## src/rtl/apb_reg_slave.sv

```systemverilog
// apb_reg_slave: APB completer with a small bank of word registers.
// reg[0] is a read-only ID word; reg[1..NUM_REGS-1] are read/write.
// Optional macro APB_SLAVE_WAIT_EN enables the WAIT_STATES counter; when it is
// undefined every transfer completes in the first ACCESS cycle.
// P_READY, P_SLVERR and P_RDATA are registered, so no input-to-output paths exist.
module apb_reg_slave #(
    parameter int unsigned DATA_WIDTH  = 32,
    parameter int unsigned ADDR_WIDTH  = 32,
    parameter int unsigned NUM_REGS    = 16,
    parameter int unsigned WAIT_STATES = 1,
    parameter logic [DATA_WIDTH-1:0] ID_VALUE = 32'hA5B0_0001
) (
    input  logic                  P_CLK,
    input  logic                  P_RESET,
    input  logic                  P_SELx,
    input  logic                  P_ENABLE,
    input  logic                  P_WRITE,
    input  logic [ADDR_WIDTH-1:0] P_ADDR,
    input  logic [DATA_WIDTH-1:0] P_WDATA,
    output logic [DATA_WIDTH-1:0] P_RDATA,
    output logic                  P_READY,
    output logic                  P_SLVERR
);

    localparam int unsigned IDX_W = $clog2(NUM_REGS);

    // Elaboration-time parameter sanity checks
    if (DATA_WIDTH != 32) begin : g_bad_data_width
        $error("apb_reg_slave: DATA_WIDTH must be 32");
    end
    if ((NUM_REGS < 2) || ((NUM_REGS & (NUM_REGS - 1)) != 0)) begin : g_bad_num_regs
        $error("apb_reg_slave: NUM_REGS must be a power of two >= 2");
    end
    if (WAIT_STATES > 15) begin : g_bad_wait_states
        $error("apb_reg_slave: WAIT_STATES must be 0..15");
    end

`ifdef APB_SLAVE_WAIT_EN
    localparam int unsigned CNT_W = 4;
    localparam logic [CNT_W-1:0] CNT_INIT = CNT_W'(WAIT_STATES);
    localparam logic READY_AT_SETUP = (CNT_INIT == '0);
    logic [CNT_W-1:0] r_cnt;
`else
    localparam logic READY_AT_SETUP = 1'b1;
`endif

    typedef enum logic {
        IDLE   = 1'b0,
        ACCESS = 1'b1
    } state_t;

    state_t                r_state;
    logic [IDX_W-1:0]      r_idx;
    logic                  r_write;
    logic [DATA_WIDTH-1:0] r_wdata;
    logic                  r_err;
    logic                  r_ready;
    logic                  r_slverr;
    logic [DATA_WIDTH-1:0] r_rdata;
    logic [DATA_WIDTH-1:0] r_regs [NUM_REGS];

    logic [IDX_W-1:0]      w_idx;
    logic                  w_err;

    // Word index and error decode of the address presented in the setup cycle
    assign w_idx = P_ADDR[IDX_W+1:2];
    assign w_err = (P_ADDR[1:0] != 2'b00)
                 || (P_ADDR >= ADDR_WIDTH'(4 * NUM_REGS))
                 || (P_WRITE && (P_ADDR == '0));

    // Register readback: index 0 is the constant ID word
    function automatic logic [DATA_WIDTH-1:0] reg_val(input logic [IDX_W-1:0] idx);
        return (idx == '0) ? ID_VALUE : r_regs[idx];
    endfunction

    // Transfer FSM, register bank and registered response outputs
    always_ff @(posedge P_CLK or posedge P_RESET) begin
        if (P_RESET) begin
            r_state  <= IDLE;
            r_idx    <= '0;
            r_write  <= 1'b0;
            r_wdata  <= '0;
            r_err    <= 1'b0;
            r_ready  <= 1'b0;
            r_slverr <= 1'b0;
            r_rdata  <= '0;
`ifdef APB_SLAVE_WAIT_EN
            r_cnt    <= '0;
`endif
            for (int i = 0; i < int'(NUM_REGS); i++) begin
                r_regs[i] <= '0;
            end
        end else begin
            case (r_state)
                IDLE: begin
                    if (P_SELx && !P_ENABLE) begin
                        r_state <= ACCESS;
                        r_idx   <= w_idx;
                        r_write <= P_WRITE;
                        r_wdata <= P_WDATA;
                        r_err   <= w_err;
`ifdef APB_SLAVE_WAIT_EN
                        r_cnt   <= CNT_INIT;
`endif
                        if (READY_AT_SETUP) begin
                            r_ready  <= 1'b1;
                            r_slverr <= w_err;
                            r_rdata  <= (!P_WRITE && !w_err) ? reg_val(w_idx) : '0;
                        end
                    end
                end
                ACCESS: begin
                    if (!P_SELx) begin
                        // Abort: drop the transfer without touching the bank
                        r_state  <= IDLE;
                        r_ready  <= 1'b0;
                        r_slverr <= 1'b0;
                        r_rdata  <= '0;
`ifdef APB_SLAVE_WAIT_EN
                        r_cnt    <= '0;
`endif
                    end else if (P_ENABLE && r_ready) begin
                        if (r_write && !r_err) begin
                            r_regs[r_idx] <= r_wdata;
                        end
                        r_state  <= IDLE;
                        r_ready  <= 1'b0;
                        r_slverr <= 1'b0;
                        r_rdata  <= '0;
`ifdef APB_SLAVE_WAIT_EN
                    end else if (P_ENABLE && (r_cnt != '0)) begin
                        r_cnt <= r_cnt - CNT_W'(1);
                        if (r_cnt == CNT_W'(1)) begin
                            r_ready  <= 1'b1;
                            r_slverr <= r_err;
                            r_rdata  <= (!r_write && !r_err) ? reg_val(r_idx) : '0;
                        end
`endif
                    end
                end
                default: r_state <= IDLE;
            endcase
        end
    end

    assign P_READY  = r_ready;
    assign P_SLVERR = r_slverr;
    assign P_RDATA  = r_rdata;

endmodule

```

## config.mk

```make
export PLATFORM = sky130hd
export DESIGN_NAME = apb_reg_slave
export DESIGN_NICKNAME = d
export VERILOG_FILES = /design/src/rtl/apb_reg_slave.sv
export SDC_FILE = /design/constraint.sdc
export NUM_CORES = 1
export LEC_CHECK = 0
export ABC_AREA = 1
export BUFFER_PORTS_ARGS = -buffer_cell sky130_fd_sc_hd__buf_4
export CORE_MARGIN = 2
export CORE_UTILIZATION = 46
export CTS_CLUSTER_DIAMETER = 50
export CTS_CLUSTER_SIZE = 12
export DETAILED_ROUTE_END_ITERATION = 12
export PLACE_DENSITY = 0.61
export SYNTH_ARGS = -nofsm -noshare
export SYNTH_HDL_FRONTEND = slang
export SYNTH_SLANG_ARGS = --single-unit
```

## constraint.sdc

```tcl
create_clock -name P_CLK -period 20.7 [get_ports P_CLK]
set_clock_uncertainty 0.2 [all_clocks]
set_input_delay 2.07 -clock P_CLK [delete_from_list [all_inputs] [get_ports P_CLK]]
set_output_delay 2.07 -clock P_CLK [all_outputs]
set_load 0.02 [all_outputs]
```

; ---- Yosys cells after proc, flatten, opt, wreduce, memory -nomap -nowiden
; Index checks and enable logic that the tools add are counted.
[totals]
regBits = 585
in_bits = 69
out_inout_bits = 34
wordCells = 73
[op_classes]
n_lt_le_gt_ge = 4
eq_ne = 2
n_mux = 22
bitwise = 3
reduce_logical = 18
[ops]
columns = cell, n
row1 = 512-bit bitwise mux, 1
row2 = 32-bit 2-to-1 mux, 8
row3 = 32-bit binary-select mux with 4-bit select, 1
row4 = 32-bit demux with 4-bit select, 1
row5 = 32-bit one-hot mux with 2 select lines, 1
row6 = 32-bit by 7-bit >= comparator with 1-bit output (second input constant), 1
row7 = 32-bit logical NOT, 1
row8 = 5-bit >= comparator (second input constant), 2
row9 = 4-bit NOT with 5-bit output, 2
row10 = 1-bit 2-to-1 mux, 7
row11 = 1-bit logical AND, 6
row12 = 1-bit one-hot mux with 2 select lines, 3
row13 = 5-bit by 1-bit < comparator with 1-bit output (second input constant), 1
row14 = 1-bit logical NOT, 4
row15 = 4-bit logical NOT, 1
row16 = 2-bit AND reduction, 2
row17 = 4-bit AND reduction, 1
row18 = 3-bit by 2-bit inequality test with 1-bit output (second input constant), 1
row19 = 1-bit logical OR, 2
row20 = 2-bit inequality test (second input constant), 1
row21 = 2-bit nonzero test, 1
row22 = 1-bit NOT, 1

; ---- Logic depth before layout (Yosys ltp)
; Gate-level depths: netlist (run 1).
[depth]
depth_word = 8
mapped_depth = 13
ltp_nobuf = 10

; ---- Least setup slack after synthesis (run 1)
; Ideal clock, no wire load.
[synth_timing]
kind = input-to-reg
start = in P_ADDR[2]
end = reg r_rdata[20], in the netlist P_RDATA[20]
setup_time_ps = 117
arrival_ps = 3082
required_time_ps = 20383
path_slack_ps = 17301
stages = 12
n_path_buf = 3
cell_sequence = buf_4 > buf_2 > clkbuf_1 > nand2_1 > nand3_1 > nand2_1 > nand2_1 > nand2_1 > inv_1 > nand2_1 > nand2_1 > nand2_1
[synth_between]
elab_chain_cells = 8
elab_cells_between_ends = 16
cone_classes = order compare (1) / mux (7) / bitwise (1) / reduce/logical (7)
[synth_rtl]
columns = element, line
row1 = from (decl), 18  ; input logic [ADDR_WIDTH-1:0] P_ADDR,
row2 = "32-bit by 7-bit >= comparator with 1-bit output, or another cell as far along", 68  ; || (P_ADDR >= ADDR_WIDTH'(4 * NUM_REGS))
row3 = "1-bit logical OR, or another cell as far along", 68
row4 = 1-bit logical OR or 32-bit 2-to-1 mux (tied branches), "69, 73"
row5 = 1-bit logical NOT or 32-bit 2-to-1 mux (tied branches), "108, 73"
row6 = 1-bit logical AND or 32-bit 2-to-1 mux (tied branches), "108, 73"
row7 = 32-bit 2-to-1 mux *, 108  ; r_rdata <= (!P_WRITE && !w_err) ? reg_val(w_idx) : '0;
row8 = 32-bit 2-to-1 mux *, 96  ; if (P_SELx && !P_ENABLE) begin
row9 = 32-bit one-hot mux with 2 select lines *, 94  ; case (r_state)
row10 = to (signal assigned), 108
row11 = to (decl), 59  ; logic [DATA_WIDTH-1:0] r_rdata;
; Mark *: on every way between the ends. The rest lies on a longest branch, timed or not. The select of a mux whose other input is x is not followed.
; A chain may end at the register's enable or synchronous reset.

; ---- Worst setup path after layout (run 1)
[layout_timing]
start = in P_ADDR[4]
end = reg r_rdata[4], in the netlist P_RDATA[4]
; Same word-level chain as after synthesis.

==> flow_metrics.tcl, run 1 <==
set metrics [dict create \
    cts-buffers-inserted 67 \
    slowest_stage "buf_4" \
    dpl.cell_count 4304 \
    ioPinCount 103 \
    die_x_um 248 \
    maxSlewHeadroom_pct 30.1 \
    rows 89 \
    pwr-share-seq_pct 43.8 \
    synth_cells 3640 \
    setup.worst_path.class "in2reg" \
    p_sw_share_pct 25.4 \
    grt_pass1_vias 21089 \
    met3_usage_pct 4.08 \
    outcome "completed" \
    ctsHoldBuffers 0 \
    syn_area_mm2 0.0273 \
    via_count 22705 \
    worstPathCellList "buf_4 > inv_2 > buf_4 > nand2_1 > nor2_1 > nor3_1 > nand2_1 > nor2_2 > buf_4 > nand2_1 > nand2_1" \
    p_clk_share_pct 46.8 \
    viasPerCell 5.14 \
    ys_ff_latch 577 \
    r2r-start "r_idx[1]$_DFFE_PP0P_" \
    cts_resized 0 \
    grt_overflow 0 \
    netlist-cell-type-count 24 \
    cp_slowest_stage_delay_ns 0.57 \
    stdcell_count 4415 \
    vdd.ir_drop.worst_mv 0.0635 \
    first_pass_iters 5 \
    p_total_mw 2.73 \
    wl_per_cell_um 17.9 \
    p_switching_uw 692 \
    fp.dieArea_mm2 0.0614 \
    clock-sinks 577 \
    internal-power_mw 2.04 \
    rsz0062_at_grt "false" \
    synth_top_area_cell "dfrtp_1" \
    ys_seq_area_share_pct 52.8 \
    min_period_ns 4.80 \
    drv_cap 0 \
    grt-busiest-layer "met2" \
    core_mm2 0.0589 \
    clkTransAtPathRegs_ns 0.06 \
    avgSynthCellArea_um2 7.51 \
    insertion_delay_ns 0.60 \
    antenna_found_initial 0 \
    synthArstFlopShare_pct 100 \
    rr_worst_depth 6 \
    dr.first_iter.drc_count 2170 \
    finalHoldViolations 0 \
    powerDensity_mw_per_mm2 88.9 \
    grtUsageMet1_pct 37.8 \
    grtUsageTotal_pct 26.5 \
    dp_hpwl_um 40500 \
    endpoint "P_RDATA[4]$_DFFE_PP0P_" \
    crit_fanout 33 \
    rr_endpoint "r_regs[306]$_DFFE_PP0P_" \
    area_growth_pct 12.4 \
    ant_nets 0 \
    gp_congestion 0.754 \
    finalCritPeriodShare_pct 23.2 \
    yosysWarnings 0 \
    power_leakage_nw 15.1 \
    initial_core_util_pct 46.4 \
    worstMarginPinSlew_ns 1.05 \
    wl_um 78900 \
    setup.worst_path.start "P_ADDR[4]" \
    io_buffers 102 \
    crit_top_cell "nand2_1" \
    mappedNetlistNets 3709 \
    fin_util_pct 52.1 \
    crit_cells 11 \
    setup_violations 0 \
    globalRouteMet2Util_pct 42.6 \
    synth_edf_count 0 \
    drive_above_1_share_pct 7.47 \
    hp-class "reg2reg" \
    combPwrFrac_pct 9.4 \
    drc 0 \
    clockBufferDepth 3 \
    grt_first_pass_wirelength_um 125000 \
    die_h_um 248 \
    worst-r2r-setup-slack_ns 18.04 \
    finalMaxSlewViolations 0 \
    tns_ns 0 \
    grt_max_degree 183 \
    finish.net_count 3669 \
    cp_top_family "buffers and inverters" \
    required_ns 21.03 \
    cts-root-buf "clkbuf_16" \
    worst_slack_ns 15.90 \
    worstPathArrival_ns 5.12 \
    dp_slack_ns 15.25 \
    synth_top_cell_area_share_pct 52.8 \
    diodes 0 \
    cts_tree "built" \
    yosys-top-cells-area "dfrtp_1 53%, nand2_1 19%, o21ai_0 9.1%" \
    fmax_mhz 209 \
    cts_max_level 3 \
    cp_num_buf_inv 4 \
    crit_path_end_kind "flop" \
    crit_path_start_kind "input port" \
    cts_setup_buffers 0 \
    ys.flop_type "dfrtp_1" \
]
==> through the flow <==
stage               area (um2)  hold slack, ns
global placement         28300           0.261
global route             30700           0.295
finish                   30700           0.280
detailed placement       28300           0.268
floorplan                27300           0.248
CTS                      30700           0.284
==> logic make-up (layout without fill, tap and decap cells) <==
| family | Yosys count | after routing | synth area share, % |
|---|---|---|---|
| DFF | 577 | 577 | 52.8 |
| and+or+nand+nor | 1772 | 1772 | 26.4 |
| buffers and inverters | 742 | 744 | 10.7 |
| AOI/OAI and AO/OA | 549 | 549 | 10.1 |
==> layout by cell type, fill, tap and decap left out, types with 13 or more instances in the layout <==
master     synthesis  routed
nand2_1         1405    1405
dfrtp_1          577     577
o21ai_0          495     495
inv_1            494     491
nand3_1          314     314
buf_4              3     130
clkbuf_16          0      73
o21ai_1           53      52
nor2_1            24      23
clkbuf_8           0      13
==> Yosys cell counts (4+ instances only) <==
| master | count |
|---|---|
| inv_2 | 5 |
| inv_1 | 494 |
| o21ai_0 | 495 |
| nor2_1 | 24 |
| nand2_2 | 10 |
| nand2_1 | 1405 |
| buf_1 | 20 |
| nand3_1 | 314 |
| o21ai_1 | 53 |
| buf_2 | 92 |
| dfrtp_1 | 577 |
| clkbuf_2 | 4 |
| clkbuf_1 | 124 |
==> flip-flops by register name, indices dropped and copies added (netlist names) <==
register and flops:
r_regs 504, r_write 1, P_SLVERR 1, P_RDATA 32, r_wdata 32, r_state 1
r_idx 4, P_READY 1, r_err 1
==> power groups by stage <==
| stage | clock (mW) | sequential, mW | combinational (mW) |
|---|---|---|---|
| floorplan | 0 | 1.21 | 0.180 |
| global placement | 0 | 1.21 | 0.257 |
| detailed placement | 0 | 1.21 | 0.259 |
| CTS | 1.30 | 1.19 | 0.260 |
| global route | 1.34 | 1.20 | 0.292 |
| finish | 1.28 | 1.20 | 0.256 |
==> worst reg2reg max path, delay by kind of cell (launching register included) <==
family	cells	cell delay [ns]
AO/OA/AOI/OAI	1	0.09
buffers and inverters	2	0.69
flip-flops	1	0.58
AND/OR/NAND/NOR	3	0.96
==> worst min path at each step <==
stage,slack (ns),to,from,depth (start not counted)
global route,0.29,r_regs[252]$_DFFE_PP0P_,r_regs[252]$_DFFE_PP0P_,2
CTS,0.28,r_regs[439]$_DFFE_PP0P_,r_regs[439]$_DFFE_PP0P_,2
finish,0.28,P_RDATA[23]$_DFFE_PP0P_,P_RDATA[23]$_DFFE_PP0P_,2
detailed placement,0.27,r_err$_DFFE_PP0P_,r_err$_DFFE_PP0P_,2
floorplan,0.25,r_regs[416]$_DFFE_PP0P_,r_regs[416]$_DFFE_PP0P_,2
global placement,0.26,r_regs[445]$_DFFE_PP0P_,r_regs[445]$_DFFE_PP0P_,2
==> cell type report <==
cell class	instances	area, um2
flip-flops and latches	577	14400
clock buffers	92	2020
well taps	773	967
multi-input cells	2321	9990
clock inverters	19	360
inverters	499	1890
fillers	5822	28200
repair buffers	134	1050
==> metal layers <==
metal	wire, um	part of all wire (%)	vias to the layer above
li1	-	-	11082
met1	36800	47	10862
met2	35600	45	663
met3	4990	6.3	98
met4	1570	2.0	0
met5	0	0	-
(Power assumes the default switching activity.)
==> run 2, diff against run 1 <==
Settings changed: ABC_AREA 1 to 0, PLACE_DENSITY 0.61 to 0.64.
Clock period 20.7 ns to 3.9 ns, I/O delays scaled along.
==> flow_metrics.tcl, run 2 <==
set metrics [dict create \
    wl_per_cell_um 23.6 \
    grt_overflow 0 \
    synth_xor_area_share_pct 0 \
    ys_seq_area_share_pct 56.3 \
    fmax_mhz 350 \
    final_cell_mix "577 x dfrtp_1, 524 x mux2_2, 138 x buf_4" \
    final_cell_area_mm2 0.0295 \
    maxSlewHeadroom_pct 31.8 \
    powerDensity_mw_per_mm2 452 \
    synth_edf_count 0 \
    synth_top_family_by_area "multiplexers" \
    ioPinCount 103 \
    drv_cap 0 \
    cts-root-buf "clkbuf_16" \
    synth.most_common_cell "dfrtp_1" \
    rsz0062_at_grt "false" \
    grt_max_degree 159 \
    avgSynthCellArea_um2 14.9 \
    postPlaceCellArea_mm2 0.0271 \
    hp-class "in2reg" \
    synthArstFlopShare_pct 100 \
    crit_path_end_kind "flop" \
    fp.dieArea_mm2 0.0577 \
    core_mm2 0.0551 \
    n_fill_cell 4606 \
    syn_area_mm2 0.0257 \
    ys_ff_latch 577 \
    yosys-top-cells-count "577 x dfrtp_1, 524 x mux2_2, 116 x mux2i_1, 66 x mux4_2, 63 x clkbuf_1" \
    die_h_um 240 \
    netlist-cell-type-count 46 \
    crit_fanout 16 \
    outcome "completed" \
    io_buffers 102 \
    cts_setup_buffers 0 \
    insertion_delay_ns 0.59 \
    grtUsageTotal_pct 22.3 \
    vdd.ir_drop.worst_mv 0.308 \
    power_leakage_nw 14.3 \
    worstPathArrival_ns 3.13 \
    area_growth_pct 15.1 \
    gp_congestion 0.747 \
    initial_core_util_pct 46.6 \
    cts_tree "built" \
    setup_violations 0 \
    grt_first_pass_wirelength_um 97200 \
    viasPerCell 5.80 \
    synth_compound_area_share_pct 4.74 \
    largest_reg_flops 504 \
    cts-buffers-inserted 66 \
    yosys.area_share.simple_pct 2.08 \
    ant_nets 0 \
    dr.first_iter.drc_count 861 \
    yosysWarnings 0 \
    layout_commonest_cell "dfrtp_1" \
    mappedNetlistNets 1788 \
    rows 86 \
    via_count 15134 \
    finalHoldViolations 0 \
    drc 0 \
    yosys-top-cells-area "dfrtp_1 56%, mux2_2 23%, mux4_2 5.8%" \
    synth_mux_area_share_pct 34.0 \
    synth_top_cell_area_share_pct 56.3 \
    synth_top_area_cell "dfrtp_1" \
    p_total_mw 13.3 \
    first_pass_iters 5 \
    finalMaxSlewViolations 0 \
    drive_above_1_share_pct 46.0 \
    antenna_found_initial 1 \
    crit_path_start_kind "flop" \
    setup.worst_path.class "reg2reg" \
    grt_pass1_vias 16000 \
    holdWs_ns 0.0586 \
    clkTransAtPathRegs_ns 0.06 \
    clock-sinks 577 \
    wl_um 61700 \
    clockBufferDepth 3 \
    dp_hpwl_um 35300 \
    die_x_um 240 \
    worstMarginPinSlew_ns 1.02 \
    synth_cells 1719 \
    finalCritPeriodShare_pct 73.3 \
    regMostFlops "r_regs" \
    required_ns 4.17 \
    cts_max_level 3 \
    finish.net_count 1893 \
    yosys.area_share.adder_pct 0 \
    ys.flop_type "dfrtp_1" \
    min_period_ns 2.86 \
]
[run 2: cell count changes in the layout (fill, tap and decap cells not counted), sizes merged, moves of 12 or more]
cell	change
nand2	-1363
o21ai	-542
mux2	+539
inv	-482
nand3	-315
mux2i	+116
mux4	+66
a211oi	+56
dlygate4sd3	+37
a221oi	+35
o31ai	+28
o22ai	+27
nor2	-24
buf	+12
[run 2: report_power, final]
group	switching [mW]	internal, mW	total [mW]
Sequential	0.392	6.21	6.61
Combinational	0.432	0.420	0.852
Clock	2.44	3.44	5.89
[run 2: worst paths after layout]
check | from | endpoint | slack, ns | cells after the start
min in group asynchronous | P_RESET | P_RDATA[2]$_DFFE_PP0P_ | 0.17 | 3
worst max register to register | r_state$_DFF_PP0_ | r_regs[83]$_DFFE_PP0P_ | 1.04 | 5
worst min register to register | r_err$_DFFE_PP0P_ | r_err$_DFFE_PP0P_ | 0.27 | 1
max in group asynchronous | P_RESET | r_regs[365]$_DFFE_PP0P_ | 2.05 | 4
worst max-delay path | r_state$_DFF_PP0_ | r_regs[83]$_DFFE_PP0P_ | 1.04 | 5
worst min-delay path | P_ADDR[4] | r_idx[2]$_DFFE_PP0P_ | 0.06 | 2
[run 2: metal layers]
metal | up-vias | part of all wire [%] | global-route usage (%)
li1 | 6614 | - | -
met1 | 8141 | 43 | 29.2
met2 | 266 | 50 | 37.7
met3 | 113 | 3.9 | 4.01
met4 | 0 | 2.6 | 7.02
met5 | - | 0 | 0
[run 2: final cells by class]
class / count / area [um2] / share of cell area, %
clock buffers: 86 / 1870 / 6.34
multi-input cells: 984 / 10500 / 35.7
inverters: 13 / 52.6 / 0.178
clock inverters: 18 / 155 / 0.525
well taps: 748 / 936 / 3.17
repair buffers: 182 / 1540 / 5.22
diodes: 1 / 2.50 / 0.00848
flip-flops and latches: 577 / 14400 / 48.9
[run 2: cells by family (layout without fill, tap and decap cells)]
logic type | after synthesis | count (layout)
multiplexers | 721 | 721
flip-flops | 577 | 577
AO/OA/AOI/OAI | 162 | 162
buffers and inverters | 158 | 299
AND/OR/NAND/NOR | 101 | 101
other | 0 | 1
[run 2: what timing repair did]
item / 4_1_cts / 5_1_grt
endpoints found under the hold margin: 46 / 0
hold buffers: 37 / 0
resized for setup: 0 / 0
[run 2: through the flow]
stage	utilization [%]	worst slack (ns)	setup TNS (ns)	instances
6_report	53.6	1.04	0	2609
5_1_grt	53.6	0.875	0	2609
4_1_cts	53.6	1.04	0	2608
3_5_place_dp	49.2	1.04	0	2467
3_3_place_gp	49.2	1.05	0	2467
2_1_floorplan	-	-4.55	-2626.22	1719
[run 2: worst max-delay path, cell delays in order (launching register included)]
cell      delay (ns)
dfrtp_1         0.49
nand4b_1        0.26
nor4_1          0.74
and3_2          0.31
buf_4           0.32
mux2_2          0.38
==> run 3, diff against run 2 <==
Clock period 3.9 ns to 2.3 ns, I/O delays scaled along.
==> flow_metrics.tcl, run 3 (synthesized netlist as in run 2, its figures left out) <==
set metrics [dict create \
    cts_max_level 3 \
    grt_pass1_vias 16271 \
    vdd.ir_drop.worst_mv 0.773 \
    drive_above_1_share_pct 48.2 \
    r2r-start "r_err$_DFFE_PP0P_" \
    die_h_um 240 \
    core_mm2 0.0551 \
    cts_tree "built" \
    n_fill_cell 4412 \
    viasPerCell 5.79 \
    worst-r2r-setup-slack_ns -0.14 \
    clock-sinks 577 \
    fmax_mhz 410 \
    diodes 0 \
    finalCritPeriodShare_pct 106 \
    crit_top_cell "buf_12" \
    clockBufferDepth 3 \
    layout_commonest_cell "dfrtp_1" \
    fp.dieArea_mm2 0.0577 \
    regMostFlops "r_regs" \
    slowest_stage "or4_4" \
    wl_um 63800 \
    postPlaceCellArea_mm2 0.0279 \
    dp_hpwl_um 38300 \
    gp_congestion 0.772 \
    drc 0 \
    cp_top_family "simple AND/OR/NAND/NOR gates" \
    outcome "finished with violations" \
    worstHoldEndpoint "P_RDATA[31]$_DFFE_PP0P_" \
    dr.first_iter.drc_count 912 \
    finish.net_count 1954 \
    fin_util_pct 56.4 \
    rr_endpoint "r_regs[286]$_DFFE_PP0P_" \
    cts-buffers-inserted 67 \
    powerDensity_mw_per_mm2 760 \
    worst_slack_ns -0.139 \
    setup.worst_path.start "r_err$_DFFE_PP0P_" \
    crit_path_start_kind "flop" \
    p_total_mw 23.6 \
    worstPathArrival_ns 2.72 \
    area_growth_pct 21.2 \
    via_count 15457 \
    cp_num_buf_inv 3 \
    dp_slack_ns -0.187 \
    rr_worst_depth 7 \
    violations "setup timing" \
    rsz0062_at_grt "true" \
    final_cell_mix "577 x dfrtp_1, 451 x mux2_2, 147 x buf_4" \
    die_x_um 240 \
    finalHoldViolations 0 \
    worstPathCellList "nand4b_1 > or4_4 > buf_6 > nor2b_4 > buf_12 > buf_12 > mux2_2" \
    worstMarginPinSlew_ns 1.18 \
    crit_path_end_kind "flop" \
    rows 86 \
    setup.worst_path.class "reg2reg" \
    insertion_delay_ns 0.60 \
    grt_first_pass_wirelength_um 98800 \
    setup_violations 125 \
    hp-class "in2reg" \
    power_leakage_nw 15.0 \
    initial_core_util_pct 46.6 \
    holdWs_ns 0.0531 \
    clkTransAtPathRegs_ns 0.06 \
    first_pass_iters 7 \
    io_buffers 102 \
    drv_cap 0 \
    grt_overflow 0 \
    ioPinCount 103 \
    min_path_cells 5 \
    min_period_ns 2.44 \
    grtUsageTotal_pct 22.7 \
    cts-root-buf "clkbuf_16" \
    hp-start "P_ADDR[6]" \
    wl_per_cell_um 23.9 \
    ant_nets 0 \
    final_cell_area_mm2 0.0311 \
    largest_reg_flops 504 \
    finalMaxSlewViolations 0 \
    grt_max_degree 93 \
    antenna_found_initial 0 \
    cp_slowest_stage_delay_ns 0.53 \
    crit_fanout 12 \
    maxSlewHeadroom_pct 21.2 \
    required_ns 2.58 \
]
==> run 3: where the power goes <==
part	internal, mW	switching [mW]	leakage, nW
Sequential	10.5	0.678	7.96
Combinational	0.814	0.764	5.95
Clock	6.59	4.25	1.09
Total	17.9	5.69	15.0
==> run 3: metal layers <==
metal	GRT usage, %	vias to the layer above	wire length (um)
li1	-	6755	-
met1	31.7	8343	28900
met2	37.4	270	31400
met3	3.44	89	2330
met4	5.80	0	1150
met5	0	-	0
==> run 3: layout make-up <==
class	count	area (um2)	share of cell area, %
clock buffer	82	1840	5.90
sequential	577	14400	46.4
multi-input combinational	984	10900	34.9
timing repair buffer	242	2590	8.32
clock inverter	25	390	1.26
tap	748	936	3.01
inverter	13	52.6	0.169
==> run 3: through the flow <==
stage / instances / TNS (ns)
floorplan: 1719 / -3457.10
global placement: 2512 / -6.80
detailed placement: 2512 / -10.75
CTS: 2666 / -7.49
global route: 2671 / -12.19
finish: 2671 / -8.53
==> run 3: worst min-delay path, stage by stage <==
cell and delay, ns:
buf_4 0.08, nor4_1 0.03, and4_1 0.18, nand2_2 0.21
o31ai_1 0.09
==> run 3: how the worst max path moves through the flow <==
stage                               to  slack, ns  cells past startpoint
2_1_floorplan   P_RDATA[0]$_DFFE_PP0P_      -5.99                      1
3_3_place_gp    P_RDATA[2]$_DFFE_PP0P_      -0.12                      7
5_1_grt        r_regs[273]$_DFFE_PP0P_      -0.16                      7
4_1_cts        r_regs[285]$_DFFE_PP0P_      -0.11                      6
6_report       r_regs[286]$_DFFE_PP0P_      -0.14                      7
3_5_place_dp    P_RDATA[3]$_DFFE_PP0P_      -0.19                      7
==> run 3: what timing repair did <==
item / CTS / global route
pin swaps: 1 / 0
gates cloned: 2 / 4
hold buffers: 40 / 0
endpoints found under the hold margin: 613 / 0
endpoints found under the setup margin: 254 / 138
setup buffers: 5 / 1
resized for setup: 69 / 21
